### src/rtl/hub75_pkg.sv
// hub75_pkg: shared constants for the HUB75 scan controller.
//   - FSM state encodings (plain localparams so older tools and
//     netlists see stable 3-bit codes)
//   - register offsets within the 16-byte window
//   - CTRL field positions
package hub75_pkg;

  typedef logic [2:0] state_t;

  localparam state_t IDLE       = 3'd0;
  localparam state_t SHIFT_LO   = 3'd1;
  localparam state_t SHIFT_HI   = 3'd2;
  localparam state_t WAIT_BLANK = 3'd3;
  localparam state_t LATCH      = 3'd4;
  localparam state_t SETROW     = 3'd5;

  localparam logic [3:0] REG_DATA   = 4'h0;
  localparam logic [3:0] REG_CTRL   = 4'h4;
  localparam logic [3:0] REG_STATUS = 4'h8;
  localparam logic [3:0] REG_ONTIME = 4'hC;

  localparam int LATCH_BIT = 16;

endpackage

### src/rtl/hub75_fifo.sv
// hub75_fifo: synchronous colour-pair FIFO with a combinational read port.
//   clk, rst      core clock, async active-high reset (pointers/level only)
//   push, din     write one entry; allowed when full only if pop is also high
//   pop, dout     dout shows the head entry; pop advances it
//   full, empty   status flags
//   level         number of stored entries (0..DEPTH)
module hub75_fifo #(
  parameter int DEPTH = 64,
  parameter int W     = 6
) (
  input  logic                     clk,
  input  logic                     rst,
  input  logic                     push,
  input  logic [W-1:0]             din,
  input  logic                     pop,
  output logic [W-1:0]             dout,
  output logic                     full,
  output logic                     empty,
  output logic [$clog2(DEPTH):0]   level
);
  localparam int AW = $clog2(DEPTH);

  logic [W-1:0]  mem [DEPTH];
  logic [AW-1:0] wr_ptr, rd_ptr;

  assign full  = (level == (AW+1)'(DEPTH));
  assign empty = (level == '0);
  // Head is read before the edge, so a push into the slot being
  // popped on a full FIFO never disturbs the outgoing value.
  assign dout  = mem[rd_ptr];

  always_ff @(posedge clk)
    if (push) mem[wr_ptr] <= din;

  always_ff @(posedge clk or posedge rst) begin
    if (rst) begin
      wr_ptr <= '0;
      rd_ptr <= '0;
      level  <= '0;
    end else begin
      if (push) wr_ptr <= wr_ptr + 1'b1;
      if (pop)  rd_ptr <= rd_ptr + 1'b1;
      case ({push, pop})
        2'b10:   level <= level + 1'b1;
        2'b01:   level <= level - 1'b1;
        default: level <= level;
      endcase
    end
  end

endmodule

### src/rtl/hub75_scan_ctrl.sv
// hub75_scan_ctrl: bus-hub device driving a HUB75 LED panel.
//   clk, rst                     core clock, async active-high reset
//   addr, wdata, wmask, ren, wen bus request from the hub
//   rdata, ready                 registered response (1-cycle latency)
//   active                       combinational window decode
//   rgb, row, hub_clk, stb, oe   panel pins (oe=1 blanks the panel)
// Pixels are shifted from a FIFO; a latch request blanks (waits for the
// previous row's on-time to expire), pulses STB, switches row and starts
// a new on-time countdown that runs alongside further shifting.
module hub75_scan_ctrl #(
  parameter logic [31:0] BASE_ADDR  = 32'h0002_0000,
  parameter int          FIFO_DEPTH = 64,
  parameter int          CLK_DIV    = 2
) (
  input  logic        clk,
  input  logic        rst,
  input  logic [31:0] addr,
  input  logic [31:0] wdata,
  input  logic [3:0]  wmask,
  input  logic        ren,
  input  logic        wen,
  output logic [31:0] rdata,
  output logic        ready,
  output logic        active,
  output logic [5:0]  rgb,
  output logic [4:0]  row,
  output logic        hub_clk,
  output logic        stb,
  output logic        oe
);
  import hub75_pkg::*;

  localparam int AW = $clog2(FIFO_DEPTH);
  localparam int DW = (CLK_DIV > 1) ? $clog2(CLK_DIV) : 1;
  localparam logic [DW-1:0] DIV_LOAD = DW'(CLK_DIV - 1);

  logic [31:0]   off_full;
  logic [3:0]    off;
  logic          data_wr, stall, acc, push, pop, full, empty;
  logic          ctrl_wr, ontime_wr, latch_req;
  logic [AW:0]   level;
  logic [5:0]    fifo_q;
  state_t        state, state_nxt;
  logic [DW-1:0] div_cnt;
  logic [15:0]   on_time, on_cnt, on_cnt_nxt;
  logic [4:0]    next_row;
  logic          latch_pending;
  logic [31:0]   rd_val;

  assign active   = (addr >= BASE_ADDR) && (addr < BASE_ADDR + 32'd16);
  assign off_full = addr - BASE_ADDR;
  assign off      = off_full[3:0];

  // A DATA push that would overflow is held off (no ready) until the
  // shifter frees a slot; the hub keeps the request stable meanwhile.
  // Gating on ~ready stops a held request being taken twice.
  assign data_wr   = active & wen & (off == REG_DATA) & wmask[0];
  assign stall     = data_wr & full & ~pop;
  assign acc       = active & (ren | wen) & ~ready & ~stall;
  assign push      = acc & data_wr;
  assign ctrl_wr   = acc & wen & (off == REG_CTRL);
  assign ontime_wr = acc & wen & (off == REG_ONTIME);
  assign latch_req = ctrl_wr & wmask[2] & wdata[LATCH_BIT];

  hub75_fifo #(.DEPTH(FIFO_DEPTH), .W(6)) u_fifo (
    .clk(clk), .rst(rst), .push(push), .din(wdata[5:0]), .pop(pop),
    .dout(fifo_q), .full(full), .empty(empty), .level(level)
  );

  always_comb begin
    rd_val = '0;
    case (off)
      REG_CTRL:   rd_val = {15'b0, latch_pending, 11'b0, next_row};
      REG_STATUS: rd_val = {19'b0, latch_pending, state != IDLE, empty, full, 9'(level)};
      REG_ONTIME: rd_val = {16'b0, on_time};
      default:    rd_val = '0;
    endcase
  end

  // IDLE services the FIFO before a pending latch.
  always_comb begin
    state_nxt = state;
    pop       = 1'b0;
    case (state)
      IDLE: begin
        if (!empty) begin
          pop       = 1'b1;
          state_nxt = SHIFT_LO;
        end else if (latch_pending) begin
          state_nxt = WAIT_BLANK;
        end
      end
      SHIFT_LO:   if (div_cnt == '0) state_nxt = SHIFT_HI;
      SHIFT_HI:   if (div_cnt == '0) state_nxt = IDLE;
      WAIT_BLANK: if (on_cnt == 16'd0) state_nxt = LATCH;
      LATCH:      if (div_cnt == '0) state_nxt = SETROW;
      SETROW:     state_nxt = IDLE;
      default:    state_nxt = IDLE;
    endcase
  end

  assign on_cnt_nxt = (state == SETROW)  ? on_time :
                      (on_cnt != 16'd0) ? on_cnt - 16'd1 : 16'd0;

  // Panel pins are registered from the next-state values so they
  // change cleanly on the edge that enters/leaves each state.
  always_ff @(posedge clk or posedge rst) begin
    if (rst) begin
      state         <= IDLE;
      div_cnt       <= '0;
      rgb           <= '0;
      row           <= '0;
      hub_clk       <= 1'b0;
      stb           <= 1'b0;
      oe            <= 1'b1;
      on_cnt        <= '0;
      on_time       <= 16'd256;
      next_row      <= '0;
      latch_pending <= 1'b0;
      ready         <= 1'b0;
      rdata         <= '0;
    end else begin
      state <= state_nxt;
      if (state_nxt != state)  div_cnt <= DIV_LOAD;
      else if (div_cnt != '0)  div_cnt <= div_cnt - 1'b1;
      hub_clk <= (state_nxt == SHIFT_HI);
      stb     <= (state_nxt == LATCH);
      if (pop) rgb <= fifo_q;
      if (state == SETROW) row <= next_row;
      on_cnt <= on_cnt_nxt;
      oe     <= (on_cnt_nxt == 16'd0);
      // A fresh request landing on the SETROW cycle must survive.
      if (latch_req)             latch_pending <= 1'b1;
      else if (state == SETROW)  latch_pending <= 1'b0;
      if (ctrl_wr && wmask[0]) next_row <= wdata[4:0];
      if (ontime_wr) begin
        if (wmask[0]) on_time[7:0]  <= wdata[7:0];
        if (wmask[1]) on_time[15:8] <= wdata[15:8];
      end
      ready <= acc;
      rdata <= (acc && ren) ? rd_val : 32'd0;
    end
  end

  logic unused_ok;
  assign unused_ok = ^{off_full[31:4], wdata[31:17], wmask[3]};

endmodule

### config.mk
export PLATFORM = sky130hd
export DESIGN_NAME = hub75_scan_ctrl
export DESIGN_NICKNAME = d
export VERILOG_FILES = /design/src/rtl/hub75_pkg.sv /design/src/rtl/hub75_fifo.sv /design/src/rtl/hub75_scan_ctrl.sv
export SDC_FILE = /design/constraint.sdc
export NUM_CORES = 1
export LEC_CHECK = 0
export BUFFER_PORTS_ARGS = -buffer_cell sky130_fd_sc_hd__buf_4
export CAP_MARGIN = 20
export CORE_AREA = 2 2 225 227
export DETAILED_ROUTE_END_ITERATION = 10
export DIE_AREA = 0 0 227 229
export GPL_TIMING_DRIVEN = 0
export PLACE_DENSITY = 0.6
export RECOVER_POWER = 100
export SYNTH_ARGS = -nofsm -noshare
export SYNTH_HDL_FRONTEND = slang
export SYNTH_SLANG_ARGS = --single-unit
### constraint.sdc
create_clock -name clk -period 3.8 [get_ports clk]
set_input_delay 0.57 -clock clk [delete_from_list [all_inputs] [get_ports clk]]
set_output_delay 0.57 -clock clk [all_outputs]
set_load 0.005 [all_outputs]
==> results of run 1 <==
[power groups by stage]
stage | registers [mW] | logic, mW | clock network (mW)
after floorplan | 5.76 | 0.0421 | 0
after global placement | 5.76 | 0.164 | 0
after detailed placement | 5.76 | 0.173 | 0
after CTS | 5.65 | 0.173 | 4.43
after global routing | 5.66 | 0.181 | 4.64
final | 5.66 | 0.161 | 4.35
[layout by cell type (no fill, tap or decap), types with 13 or more instances in the layout]
master	count
o21ai_0	18
nor2b_1	13
clkinv_1	14
mux4_2	62
edfxtp_1	384
clkbuf_1	62
mux2_2	31
mux2i_1	69
buf_4	65
nand2_1	83
nand3_1	13
a21oi_1	16
nor2_1	117
clkbuf_4	31
dfrtp_1	90
a211oi_1	16
xnor2_1	13
a2111oi_0	16
xor2_1	14
clkbuf_16	49
nor3_1	17
o22ai_1	27
conb_1	15
[routing by layer]
| layer | share of wire | GRT usage |
|---|---|---|
| met5 | 0 | 0 |
| met1 | 0.44 | 0.256 |
| met2 | 0.48 | 0.298 |
| met3 | 0.054 | 0.0316 |
| met4 | 0.026 | 0.0521 |
[critical path, delay by kind of cell (launching register included)]
kind / cells / cell delay [ps]
muxes: 1 / 280
AOI/OAI and AO/OA: 3 / 1310
DFF: 1 / 350
and+or+nand+nor: 1 / 100
buffers and inverters: 3 / 1440
[worst paths after layout]
check,startpoint,to,depth (start not counted)
worst min register to register,row[0],row[0],2
min in group asynchronous,rst,stb,2
max in group asynchronous,rst,u_fifo.level[3],3
worst max-delay path,u_fifo.rd_ptr[1],rgb[1],8
worst max register to register,u_fifo.rd_ptr[1],rgb[1],8
worst min-delay path,wdata[9],on_time[9],2
[metrics by stage]
| step | instance area, um2 | util | total power, mW | setup slack [ps] |
|---|---|---|---|---|
| after global routing | 22700 | 0.457 | 10.5 | 12.6 |
| after detailed placement | 21300 | 0.428 | 5.93 | -810 |
| final | 22700 | 0.457 | 10.2 | 207 |
| after floorplan | 19700 | - | 5.80 | 163 |
| after global placement | 21200 | 0.428 | 5.92 | -788 |
| after CTS | 22800 | 0.458 | 10.3 | 9.63 |
[state kept, by name, summed over array words and instances, names as in the netlist, 3 cells and up]
name	count
u_fifo.mem	384
rdata	17
on_cnt	16
on_time	16
u_fifo.level	7
rgb	6
u_fifo.rd_ptr	6
u_fifo.wr_ptr	6
next_row	5
row	5
state	3
[area by class of cell]
class,instances,share of cell area
Multi-Input combinational cell,686,0.244
Sequential cell,477,0.610
Clock buffer,64,0.0573
Clock inverter,24,0.00512
Buffer,78,0.0170
Inverter,8,0.00138
Tap cell,672,0.0370
Timing Repair Buffer,91,0.0280
[what timing repair did]
action,CTS,global route
buffers inserted,1,2
pin swaps,0,3
gates resized for setup,13,6
setup endpoints to repair,2,2
[cells by family (layout without fill, tap and decap cells)]
group,Yosys count,after routing,share of synthesized area
AND/OR/NAND/NOR,328,328,0.0804
other,1,15,0.000190
adder cells (fa/ha/maj),6,6,0.00381
XOR/XNOR,27,27,0.0120
multiplexers,169,169,0.128
flip-flops,477,477,0.704
AO/OA/AOI/OAI,141,141,0.0507
buffers and inverters,89,265,0.0213
==> summary.txt, run 1 <==
Run status
  – Status: finished with violations
  – Violated checks: capacitance limit, slew limit

Clock network
  – Total CTS buffers: 49
  – Clock latency on the worst-skew pair: 580 ps
  – Total clock sinks: between 400 and 500
  – Hold Buf Count CTS: 0
  – Clock Tree Root: clkbuf_16
  – CTS max path bufs: 3
  – H-tree levels: 2
  – CTS tree: built
  – Clk slew on worst S/H paths: roughly 60 ps

Global route
  – Total gr overflow: 0
  – Tot GR Track Use: 0.184
  – First-pass GRT wire length: a little over 70000 um
  – Largest net degree at the start of global routing: between 60 and 70
  – Vias in the first global route: roughly 12000
  – Initial antenna violation count: 0

Timing
  – Slew at the pin closest to its max-slew limit: 3270 ps
  – Achievable Freq: 0.278 GHz
  – Final setup fails: 0
  – Final max-slew violation count: 450
  – Hold Slack: ~220 ps
  – Final Cycle Share: 0.946
  – Setup TNS: 0 ps
  – Fin crit period: ~3600 ps
  – Slew headroom: -1.18
  – Clock Skews: approximately 17 ps
  – Final Hold Vio Count: 0
  – RSZ-0062 raised after global routing: false

Power
  – Sequential Power Share: 0.557
  – Int Power: 8.11 mW
  – Clock power frac: 0.428
  – Comb pwr share: 0.016
  – Max rail drop VDD: ~0.00034 V
  – Switching part of the total: 0.202
  – Switching pwr: roughly 2 mW
  – Lkg Pwr: around 8.2 nW
  – PwrDens: about 450 nW/um2

Synthesis
  – Seq/Total Area, Yosys: 0.704
  – Yosys warnings: 0
  – Leading post-synthesis cells by cell area: edfxtp_1 (59%), dfrtp_1 (12%), mux4_2 (7.1%)
  – FFs w/ async S/R, synth: 0.195
  – Post-synth top cells: edfxtp_1 (384), nor2_1 (117), dfrtp_1 (91)
  – Cell area after synthesis: between 15000 and 20000 um2
  – Yosys cell types: 76
  – Dominant synthesized flop cell: edfxtp_1
  – Register bit total from synthesis: 477
  – Post-Syn Instances: roughly 1200
  – Most common cell in the netlist: edfxtp_1
  – Synthesized area per cell: 15.9 um2
  – Yosys top cell by area: edfxtp_1
  – Post-synth EDFFs: about 380
  – Synth top area share: 0.586

Worst setup path
  – Critical path arrival: between 4000 and 5000 ps
  – CP peak stage delay: approximately 970 ps
  – Worst endpoint required time: between 4000 and 5000 ps
  – Startpoint Class: flip-flop
  – Worst-path maximum fanout: 10
  – Cells along the critical path: clkbuf_2 -> clkbuf_2 -> clkbuf_1 -> mux2i_1 -> o22ai_1 -> a2111oi_0 -> nor3_1 -> a22o_1
  – WS Path Type: flip-flop to flip-flop
  – CP max stage cell: a2111oi_0
  – CP most frequent cell: clkbuf_2
  – Critical Path End Type: flip-flop
  – Flop-to-flop setup slack: about 210 ps

Layout
  – ANT cells: 0
  – P&R area growth vs syn: 15.3%
  – Layout Cells excl Fill: 2100
  – Layout cells sized above 1: 0.203
  – Total Nets Final: 1469
  – Multi-input gate area: ~5500 um2
  – Register area: roughly 14000 um2
  – # fillers: ~4400

Detailed routing
  – Initial DRC Count: ~870
  – Post-DRT Antenna Nets: 0
  – Via-to-Cell Ratio: 5.35
  – Drt total wl: about 47000 um
  – Routed via count: 11200
  – DRT Pass-1 Iters: 5
  – DRC: 0
  – DR WL/cell: 22.2 um

Place
  – Port bufs: 87
  – DP Wirelength: between 30000 and 40000 um
  – Cells after DPL: just over 2000
  – GPL Wtd Cong: approximately 0.86

Floorplan
  – Core area: 49700 um2
  – I/O pins: 120
  – Core Rows: 82
  – Initial Utilization: 0.397
  – Die height: about 230 um
  – DIE WIDTH: ~230 um
  – DIE AREA: slightly above 50000 um2

Run
  – Max Cap Violations: 7

Worst hold path
  – HP Class: input port to flip-flop
(Power assumes the default switching activity.)
==> run 2: changes to the inputs <==
==> constraint.sdc (replaced) <==
create_clock -name clk -period 3.8 [get_ports clk]
set_input_delay 0.76 -clock clk [delete_from_list [all_inputs] [get_ports clk]]
set_output_delay 0.76 -clock clk [all_outputs]
set_load 0.005 [all_outputs]
==> run 2 against run 1 <==
Against the previous run:
- count of clock-buffer cells in the layout increased by 2
- via count increased by 1.1%
- first-iteration DRC count increased by 4.5%
- die area unchanged
- sequential share of layout area decreased by 0.58 points
- register-to-register slack got worse by 98 ps
- combinational power about the same
- fmax decreased by 2.7%
- clock power increased by 11%
- clock skew increased by 16 ps
- worst setup slack got worse by 98 ps
- core utilization increased by 0.44 points
- the flow still finishes with violations (capacitance limit, slew limit)
- largest cell class unchanged
==> summary.txt, run 2 (synthesized netlist as in run 1, its figures left out) <==
Clock network
  – Clk slew on worst S/H paths: approximately 60 ps
  – Clock latency on the worst-skew pair: approximately 600 ps
  – Clock Tree Root: clkbuf_16
  – Total CTS buffers: 50
  – Total clock sinks: roughly 480
  – CTS max path bufs: 3
  – H-tree levels: 2
  – CTS tree: built

Place
  – Cells after DPL: 2012
  – Placement Setup Slack: -989 ps
  – Port bufs: 87
  – GPL Wtd Cong: 0.855
  – DP Wirelength: 30900 um

Layout
  – ANT cells: 0
  – Layout Cells excl Fill: approximately 2100
  – # fillers: 4415
  – Most frequent cells in the layout: edfxtp_1 (384), nor2_1 (117), dfrtp_1 (90), nand2_1 (83), mux2i_1 (69)
  – Final core utilization: 0.462
  – Most common cell after layout, fill and taps aside: edfxtp_1
  – Layout cells sized above 1: 0.214
  – Total Nets Final: about 1500
  – Top Registers: u_fifo.mem (384), rdata (17)
  – Max reg flops: around 380
  – P&R area growth vs syn: 16.4%
  – Most flop-heavy register: u_fifo.mem

Detailed routing
  – Drt total wl: approximately 47000 um
  – DR WL/cell: approximately 23 um
  – Routed via count: 11400
  – DRC: 0
  – DRT Pass-1 Iters: 5
  – Via-to-Cell Ratio: around 5.4
  – Post-DRT Antenna Nets: 0
  – Initial DRC Count: 911

Global route
  – Initial antenna violation count: 0
  – Largest net degree at the start of global routing: 67
  – Busiest grt layer: met2
  – GR Util met2: 0.296
  – First-pass GRT wire length: slightly above 70000 um
  – Tot GR Track Use: 0.185
  – Total gr overflow: 0
  – Vias in the first global route: roughly 12000
  – Grt met3 use: 0.0285
  – M1 GR Usage: 0.257

Power
  – PwrDens: ~460 nW/um2
  – Total power: 10.7 mW
  – Lkg Pwr: about 8.3 nW
  – Max rail drop VDD: approximately 0.00029 V

Timing
  – Slew headroom: -1.16
  – Final setup fails: 0
  – Slew at the pin closest to its max-slew limit: around 3200 ps
  – Final Cycle Share: 0.971
  – Final max-slew violation count: between 400 and 500
  – Hold Slack: roughly 390 ps
  – Setup slack after layout: 109 ps
  – Final Hold Vio Count: 0
  – Fin crit period: ~3700 ps
  – Clock Skews: 33.4 ps
  – RSZ-0062 raised after global routing: false
  – Achievable Freq: ~0.27 GHz

Run status
  – Status: finished with violations
  – Violated checks: capacitance limit, slew limit

Worst setup path
  – Worst-path maximum fanout: 10
  – CP peak stage delay: 1000 ps
  – CP most frequent cell: clkbuf_1
  – Startpoint Class: flip-flop
  – WS Path Type: flip-flop to flip-flop
  – Critical Path End Type: flip-flop
  – CP max stage cell: a2111oi_0
  – WP buf/inv: 3
  – Cells along the critical path: clkbuf_1 -> clkbuf_2 -> nand2b_1 -> or2_1 -> clkbuf_1 -> o22ai_1 -> a2111oi_0 -> nor3_1 -> a22o_1
  – Delay-heaviest family, CP: compound AO/OA/AOI/OAI gates
  – Worst endpoint required time: around 4300 ps
  – Critical path arrival: roughly 4200 ps

Floorplan
  – Core area: ~50000 um2
  – DIE WIDTH: around 230 um
  – Die height: around 230 um
  – I/O pins: 120
  – Core Rows: 82
  – DIE AREA: 52000 um2
  – Initial Utilization: 0.397

Run
  – Max Cap Violations: 7

Worst hold path
  – HP Class: input port to flip-flop
## run 2: changes by cell type in the layout (fill, tap and decap cells not counted), moves of 2 or more
| cell | delta |
|---|---|
| bufinv_16 | +3 |
| clkbuf_1 | -4 |
| clkbuf_16 | +3 |
| clkbuf_2 | +2 |
| clkbuf_4 | -2 |
| clkbuf_8 | +3 |
| clkinv_1 | -7 |
| clkinv_2 | +5 |
| clkinvlp_4 | +4 |
## run 2: routing by layer
layer	wire (um)	up-vias
li1	-	5096
met1	20500	5803
met2	22700	378
met3	2750	82
met4	1420	0
met5	0	-
## run 2: repair_timing
action	4_1_cts	5_1_grt
pin swaps	1	3
buffers inserted	0	3
gates resized for setup	15	9
gates cloned	0	0
setup endpoints to repair	3	3
hold buffers	0	0
## run 2: power breakdown
| group | internal, mW | switching, mW |
|---|---|---|
| Sequential | 5.66 | 0.0000000149 |
| Combinational | 0.0485 | 0.115 |
| Clock | 2.79 | 2.04 |
| Total | 8.50 | 2.15 |
## run 2: metrics by stage
stage          setup TNS (ps)  area [um2]
5_1_grt                     0       22900
3_3_place_gp          -162360       21200
6_report                    0       22900
3_5_place_dp           -76190       21300
2_1_floorplan               0       19700
4_1_cts                     0       23000
## run 2: layout make-up
class	count	area, um2	share of cell area
repair buffers	91	633	0.0276
inverters	8	31.3	0.00136
clock buffers	66	1390	0.0608
plain buffers	78	387	0.0169
flip-flops and latches	477	13900	0.605
multi-input cells	686	5540	0.241
well taps	672	841	0.0367
clock inverters	28	245	0.0107
## run 2: worst paths after layout
check | to | startpoint | slack [ps] | cells past startpoint
min reg2reg | row[4] | row[4] | 480 | 2
max reg2reg | rgb[1] | u_fifo.rd_ptr[0] | 110 | 9
min | on_time[7] | wdata[7] | 390 | 2
max in group asynchronous | rdata[2] | rst | 1050 | 3
min in group asynchronous | rgb[3] | rst | 760 | 2
max | rgb[1] | u_fifo.rd_ptr[0] | 110 | 9
## run 2: worst register-to-register path: stages, from the launching register on
cell and delay [ps]:
dfrtp_1 420, clkbuf_1 170, clkbuf_2 330, nand2b_1 380, or2_1 250, clkbuf_1 470
o22ai_1 190, a2111oi_0 1000, nor3_1 160, a22o_1 220
